--- src/rtl/ikaopll_pg_if.sv ---
// Slot-serial bus between the operator sequencer and the phase generator.
// Carries the per-slot frequency controls in and the per-slot phase out.
// All fields are sampled/updated only on enabled EMUCLK edges.
interface ikaopll_pg_if;
   logic        i_phi1_NCEN_n;
   logic        i_CYCLE_00;
   logic [8:0]  i_FNUM;
   logic [2:0]  i_BLOCK;
   logic [3:0]  i_MUL;
   logic        i_PM;
   logic [2:0]  i_PMVAL;
   logic        i_PHASE_RST;
   logic [9:0]  o_PHASE;
   logic        o_CYCLE_00_Z;

   modport master (
      output i_phi1_NCEN_n, i_CYCLE_00, i_FNUM, i_BLOCK, i_MUL,
             i_PM, i_PMVAL, i_PHASE_RST,
      input  o_PHASE, o_CYCLE_00_Z
   );

   modport slave (
      input  i_phi1_NCEN_n, i_CYCLE_00, i_FNUM, i_BLOCK, i_MUL,
             i_PM, i_PMVAL, i_PHASE_RST,
      output o_PHASE, o_CYCLE_00_Z
   );
endinterface

--- src/rtl/ikaopll_pg.sv ---
// Phase generator: 18-slot time-multiplexed 19-bit phase accumulators with vibrato.
// Latency: slot entered on enabled edge n appears on o_PHASE after edge n+2.
// No backpressure: one slot per enabled edge, state frozen while i_phi1_NCEN_n=1.
module ikaopll_pg (
   input  logic        i_EMUCLK,
   input  logic        i_RST,
   ikaopll_pg_if.slave pg
);

   logic cen;
   assign cen = ~pg.i_phi1_NCEN_n;

   // stage 1 registers
   logic [10:0] s1_fm;
   logic [2:0]  s1_block;
   logic [3:0]  s1_mul;
   logic        s1_prst;
   logic        s1_cyc;

   // stage 2 registers
   logic [15:0] s2_inc;
   logic [3:0]  s2_mul;
   logic        s2_prst;
   logic        s2_cyc;

   // phase ring: entry 17 is the head read in stage 3, entry 0 the tail written
   logic [18:0] ring [18];

   logic [2:0]  pm_mag;
   logic [2:0]  pm_delta;
   logic [10:0] fm_next;
   logic [15:0] inc_next;
   logic [3:0]  half_k;
   logic [18:0] step;
   logic [18:0] acc_new;

   // Vibrato: signed offset of 0, m/2 or m (m = top FNUM bits) applied to 2*FNUM
   always_comb begin
      pm_mag   = pg.i_FNUM[8:6];
      pm_delta = 3'd0;
      case (pg.i_PMVAL[1:0])
         2'd1, 2'd3: pm_delta = {1'b0, pm_mag[2:1]};
         2'd2:       pm_delta = pm_mag;
         default:    pm_delta = 3'd0;
      endcase
      if (!pg.i_PM)
         pm_delta = 3'd0;
      if (pg.i_PMVAL[2])
         fm_next = {1'b0, pg.i_FNUM, 1'b0} - {8'd0, pm_delta};
      else
         fm_next = {1'b0, pg.i_FNUM, 1'b0} + {8'd0, pm_delta};
   end

   // Octave shift; the two LSBs below the phase increment resolution are dropped
   assign inc_next = 16'(({7'd0, s1_fm} << s1_block) >> 2);

   // Multiplier: K/2 for every code except 0, where K=1 means a plain halving
   always_comb begin
      half_k = 4'd0;
      case (s2_mul)
         4'd0:  half_k = 4'd0;
         4'd1:  half_k = 4'd1;
         4'd2:  half_k = 4'd2;
         4'd3:  half_k = 4'd3;
         4'd4:  half_k = 4'd4;
         4'd5:  half_k = 4'd5;
         4'd6:  half_k = 4'd6;
         4'd7:  half_k = 4'd7;
         4'd8:  half_k = 4'd8;
         4'd9:  half_k = 4'd9;
         4'd10: half_k = 4'd10;
         4'd11: half_k = 4'd10;
         4'd12: half_k = 4'd12;
         4'd13: half_k = 4'd12;
         default: half_k = 4'd15;
      endcase
      if (s2_mul == 4'd0)
         step = {4'd0, s2_inc[15:1]};
      else
         step = 19'(s2_inc) * 19'(half_k);
      acc_new = s2_prst ? 19'd0 : ring[17] + step;
   end

   // Three-stage slot pipeline and output registers
   always_ff @(posedge i_EMUCLK or posedge i_RST) begin
      if (i_RST) begin
         s1_fm           <= '0;
         s1_block        <= '0;
         s1_mul          <= '0;
         s1_prst         <= 1'b0;
         s1_cyc          <= 1'b0;
         s2_inc          <= '0;
         s2_mul          <= '0;
         s2_prst         <= 1'b0;
         s2_cyc          <= 1'b0;
         pg.o_PHASE      <= '0;
         pg.o_CYCLE_00_Z <= 1'b0;
      end else if (cen) begin
         s1_fm           <= fm_next;
         s1_block        <= pg.i_BLOCK;
         s1_mul          <= pg.i_MUL;
         s1_prst         <= pg.i_PHASE_RST;
         s1_cyc          <= pg.i_CYCLE_00;
         s2_inc          <= inc_next;
         s2_mul          <= s1_mul;
         s2_prst         <= s1_prst;
         s2_cyc          <= s1_cyc;
         pg.o_PHASE      <= acc_new[18:9];
         pg.o_CYCLE_00_Z <= s2_cyc;
      end
   end

   // Accumulator ring rotates one slot per enabled edge
   always_ff @(posedge i_EMUCLK or posedge i_RST) begin
      if (i_RST) begin
         for (int i = 0; i < 18; i++)
            ring[i] <= '0;
      end else if (cen) begin
         ring[0] <= acc_new;
         for (int i = 1; i < 18; i++)
            ring[i] <= ring[i-1];
      end
   end

endmodule

--- src/flat_wrapper.sv ---
// flat-port wrapper written by rule: the top's interface ports become plain ports
module ikaopll_pg_flat 
  (i_EMUCLK, i_RST, pg_i_phi1_NCEN_n, pg_i_CYCLE_00, pg_i_FNUM, pg_i_BLOCK, pg_i_MUL, pg_i_PM, pg_i_PMVAL, pg_i_PHASE_RST, pg_o_PHASE, pg_o_CYCLE_00_Z);
  ikaopll_pg_if pg_i ();
  input  logic i_EMUCLK;
  input  logic i_RST;
  input wire logic [$bits(pg_i.i_phi1_NCEN_n)-1:0] pg_i_phi1_NCEN_n;
  input wire logic [$bits(pg_i.i_CYCLE_00)-1:0] pg_i_CYCLE_00;
  input wire logic [$bits(pg_i.i_FNUM)-1:0] pg_i_FNUM;
  input wire logic [$bits(pg_i.i_BLOCK)-1:0] pg_i_BLOCK;
  input wire logic [$bits(pg_i.i_MUL)-1:0] pg_i_MUL;
  input wire logic [$bits(pg_i.i_PM)-1:0] pg_i_PM;
  input wire logic [$bits(pg_i.i_PMVAL)-1:0] pg_i_PMVAL;
  input wire logic [$bits(pg_i.i_PHASE_RST)-1:0] pg_i_PHASE_RST;
  output wire logic [$bits(pg_i.o_PHASE)-1:0] pg_o_PHASE;
  output wire logic [$bits(pg_i.o_CYCLE_00_Z)-1:0] pg_o_CYCLE_00_Z;
  assign pg_i.i_phi1_NCEN_n = pg_i_phi1_NCEN_n;
  assign pg_i.i_CYCLE_00 = pg_i_CYCLE_00;
  assign pg_i.i_FNUM = pg_i_FNUM;
  assign pg_i.i_BLOCK = pg_i_BLOCK;
  assign pg_i.i_MUL = pg_i_MUL;
  assign pg_i.i_PM = pg_i_PM;
  assign pg_i.i_PMVAL = pg_i_PMVAL;
  assign pg_i.i_PHASE_RST = pg_i_PHASE_RST;
  assign pg_o_PHASE = pg_i.o_PHASE;
  assign pg_o_CYCLE_00_Z = pg_i.o_CYCLE_00_Z;
  ikaopll_pg u_core (.i_EMUCLK(i_EMUCLK), .i_RST(i_RST), .pg(pg_i));
endmodule
--- config.mk ---
export PLATFORM = sky130hd
export DESIGN_NAME = ikaopll_pg_flat
export DESIGN_NICKNAME = d
export VERILOG_FILES = /design/src/rtl/ikaopll_pg_if.sv /design/src/rtl/ikaopll_pg.sv /design/src/flat_wrapper.sv
export SDC_FILE = /design/constraint.sdc
export NUM_CORES = 1
export LEC_CHECK = 0
export BUFFER_PORTS_ARGS = -buffer_cell sky130_fd_sc_hd__clkbuf_2
export CORE_UTILIZATION = 40
export CTS_CLUSTER_DIAMETER = 50
export DETAILED_ROUTE_END_ITERATION = 10
export PLACE_DENSITY = 0.51
export RECOVER_POWER = 50
export SYNTH_ARGS = -nofsm -noshare
export SYNTH_HDL_FRONTEND = slang
export SYNTH_SLANG_ARGS = --single-unit
--- constraint.sdc ---
create_clock -name i_EMUCLK -period 31.2 [get_ports i_EMUCLK]
set_clock_uncertainty 0.1 [all_clocks]
set_input_delay 1.56 -clock i_EMUCLK [delete_from_list [all_inputs] [get_ports i_EMUCLK]]
set_output_delay 1.56 -clock i_EMUCLK [all_outputs]
set_load 0.1 [all_outputs]
==> metrics.md <==
| Metric | Value |
|---|---|
| Share of synthesized area spent on multiplexers | `a little under a quarter` |
| Critical Path RT | `roughly 30000 ps` |
| Period utilization | `roughly two fifths` |
| Library cells used by synthesis | `slightly above 60` |
| Global route total overflow | `0` |
| Critical Path End | `u_core.s1_fm[9]` |
| Vias | `9907` |
| Die W | `between 200 and 250 um` |
| Sequential element share of the synthesized area | `approximately 54%` |
| Synth area leader | `dfrtp_1` |
| Final Hold Viols | `0` |
| Relative slew slack | `-444%` |
| Pwr dens | `a little under 90 mW/mm2` |
| Rows | `77` |
| Largest family of logic cells by synthesized area | `multiplexers` |
| Ports | `36` |
| Area of the multi-input gates | `0.00767 mm2` |
| CTS Buffer Depth | `3` |
| Type of the worst setup path | `primary input to asynchronous set/reset pin` |
| H-tree depth | `2` |
| Leak | `0.00987 uW` |
| Status | `finished with violations` |
| Die height | `213 um` |
| Synth Register Bits | `385` |
| Max incr delay on CP | `5930 ps` |
| Pre-CTS setup slack | `25220 ps` |
| Crit path DAT | `around 11000 ps` |
| Crit path depth | `3` |
| Critical Path Start | `i_RST` |
| Core Box Area | `0.0441 mm2` |
| Via-to-Cell Ratio | `4.93` |
| Initial Util | `40.5%` |
| Reg2Reg Setup Slack | `25220 ps` |
| Met1 usage | `about a fifth` |
| CP delay by family, top | `buffers and inverters` |
| # hold bufs at CTS | `0` |
| Reg2Reg Capture Point | `u_core.ring[341]` |
| GRT met2 Usage | `20.8%` |
| Hold WC Path Type | `register to register` |
| Synth Net Count | `between 1000 and 1500` |
| Largest cells by area after synthesis | `dfrtp_1 (54%), mux2_2 (22%), fa_1 (3.5%)` |
| Antenna Cells | `0` |
| Avg Cell Area, Syn | `13.0 um2` |
| Total chip power | `between 1500 and 2000 uW` |
| Root Driver | `clkbuf_16` |
| Worst R2R Start | `u_core.s2_mul[3]` |
| CP Launch Type | `primary input` |
| Vias in the first global route | `10100` |
| Post-DP HPWL | `18.5 mm` |
| RSZ-0062 raised after global routing | `false` |
| Full die area | `0.0455 mm2` |
| Post-route ant nets | `0` |
| DP Cell Count | `1927` |
| Hold depth | `2` |
| GR Util met3 | `3.21%` |
| All-layer global routing usage | `between 10% and 20%` |
| Setup TNS Final | `0 ps` |
| Clk slew on worst S/H paths | `60 ps` |
| Cell Count, Final, Fillers Out | `between 2000 and 2500` |
| Post-synth top area share | `53.9%` |
| Critical path, cell by cell | `clkbuf_2 -> clkinvlp_2 -> clkbuf_1` |
| PortBufs | `35` |
| Worst hold slack | `380 ps` |
| CTS Buf Count | `between 40 and 50` |
| Max cap viols | `3` |
| Busiest grt layer | `met2` |
| Top post-synthesis cells by count | `dfrtp_1 (385), mux2_2 (344), nand2_1 (88), inv_1 (67), clkbuf_1 (64)` |
| Syn Inst Count | `1370` |
| Synth async-reset ratio | `100%` |
| Number of nets in the final layout | `1483` |
| Worst vdd ir | `0.0364 mV` |
| Register area | `0.00963 mm2` |
| Worst Reg-to-Reg Cells | `22` |
| WL final | `slightly below 30 mm` |
| Failing checks | `capacitance limit, slew limit` |
| Setup ws final | `18530 ps` |
| Count leader, synth | `dfrtp_1` |
| Detailed Routing Iterations Pass 1 | `5` |
| Clk sinks | `385` |
| DRT iter0 DRCs | `660` |
| CTS resizes | `0` |
| RePlAce Congestion | `0.786` |
| Layout cells sized above 1 | `around a third` |
| Initial antenna violation count | `0` |
| Final min period | `12670 ps` |
| Final slew viol count | `440` |
| Largest net degree at the start of global routing | `201` |
| Routed len/inst | `14.8 um` |
| Post-Synth Adder-Cell Area | `6.63%` |
| Fmax | `between 0.07 and 0.08 GHz` |
| Complex-gate fraction of the synthesized area | `6.02%` |
| CTS tree | `done` |
| Final setup fails | `0` |
| Skew-Pair Late Insertion Delay | `570 ps` |
| EDFF count, synth | `0` |
| Post-Syn Area | `between 0.015 and 0.02 mm2` |
| Worst setup EP type | `asynchronous set/reset pin` |
| DRC Markers | `0` |
| Crit path buf inv count | `3` |
| Global-route wire length before repair | `about 52 mm` |
| Area grow syn2layout | `11.9%` |
| Worst-margin pin slew | `slightly above 8000 ps` |
| Fillers | `4160` |
| Warnings from Yosys | `0` |
| XOR/XNOR share of the synthesized area | `1.74%` |
| Area share of and/or/nand/nor cells after synthesis | `5.62%` |
| Largest fanout on the critical path | `164` |
| Post-synth top flop | `dfrtp_1` |
| Slowest CP cell | `clkbuf_1` |
| Post-CTS Setup Inserts | `0` |
-- area by class of cell --
class                      count  share of cell area [%]
clock inverter                22                    1.08
timing repair buffer          40                    1.10
multi-input combinational    842                    38.4
tap                          592                    3.70
inverter                      68                    1.28
sequential                   385                    48.2
clock buffer                  59                    6.29
-- routing by layer --
layer | share of wire (%) | vias up
met4 | 1.7 | 0
li1 | - | 4790
met3 | 3.6 | 36
met2 | 45 | 111
met1 | 50 | 4970
met5 | 0 | -
-- cells by family (layout without fill, tap and decap cells) --
kind of cell,count (synthesis),in the layout
adder cells (fa/ha/maj),76,76
AO/OA/AOI/OAI,159,159
buffers and inverters,143,189
AND/OR/NAND/NOR,208,208
multiplexers,365,365
flip-flops,385,385
XOR/XNOR,34,34
-- through the flow --
stage	utilization [%]	instance area (um2)
after floorplan	-	17900
after global placement	42.1	18600
after detailed placement	42.1	18600
after CTS	45.4	20000
after global routing	45.3	20000
final	45.3	20000
-- tightest hold or removal path: stages (launching register included) --
cell	delay, ps
dfrtp_1	330
nand2_1	60
o31ai_1	50
-- cells in the final DEF (no fill, tap or decap), drive strengths merged, types with 3 or more instances in the layout --
| master | Yosys | routed |
|---|---|---|
| a211o | 7 | 7 |
| a211oi | 7 | 7 |
| a21o | 15 | 15 |
| a21oi | 36 | 36 |
| a22o | 17 | 17 |
| a31oi | 4 | 4 |
| and2 | 45 | 45 |
| buf | 11 | 4 |
| clkbuf | 64 | 95 |
| clkinv | 0 | 14 |
| clkinvlp | 0 | 3 |
| dfrtp | 385 | 385 |
| fa | 31 | 31 |
| ha | 45 | 45 |
| inv | 68 | 71 |
| mux2 | 344 | 344 |
| mux2i | 21 | 21 |
| nand2 | 88 | 88 |
| nand2b | 6 | 6 |
| nand3 | 7 | 7 |
| nand4 | 4 | 4 |
| nor2 | 32 | 32 |
| nor2b | 5 | 5 |
| nor3 | 3 | 3 |
| o21a | 3 | 3 |
| o21ai | 45 | 45 |
| o31ai | 6 | 6 |
| o32ai | 3 | 3 |
| or2 | 6 | 6 |
| or4 | 4 | 4 |
| xnor2 | 26 | 26 |
| xor2 | 7 | 7 |
-- power by group --
| group | total [uW] | internal, uW | switching [uW] |
|---|---|---|---|
| sequential | 773 | 676 | 97.1 |
| combinational | 492 | 250 | 242 |
| clock | 510 | 304 | 206 |
-- flip-flops by register name, indices dropped and copies added, names as in the netlist, 3 cells and up --
register         flops
u_core.s1_fm        11
u_core.s2_mul        4
u_core.ring        342
u_core.s1_mul        4
u_core.s2_inc       16
u_core.s1_block      3
-- worst min path at each step --
| stage | startpoint | endpoint | slack (ps) |
|---|---|---|---|
| 2_1_floorplan | u_core.ring[327] | u_core.ring[327] | 340 |
| 3_3_place_gp | u_core.ring[324] | u_core.ring[324] | 370 |
| 3_5_place_dp | u_core.ring[324] | u_core.ring[324] | 370 |
| 4_1_cts | u_core.ring[324] | u_core.ring[324] | 380 |
| 5_1_grt | u_core.ring[92] | u_core.ring[92] | 410 |
| 6_report | u_core.ring[324] | u_core.ring[324] | 380 |
(Power assumes the default switching activity.)
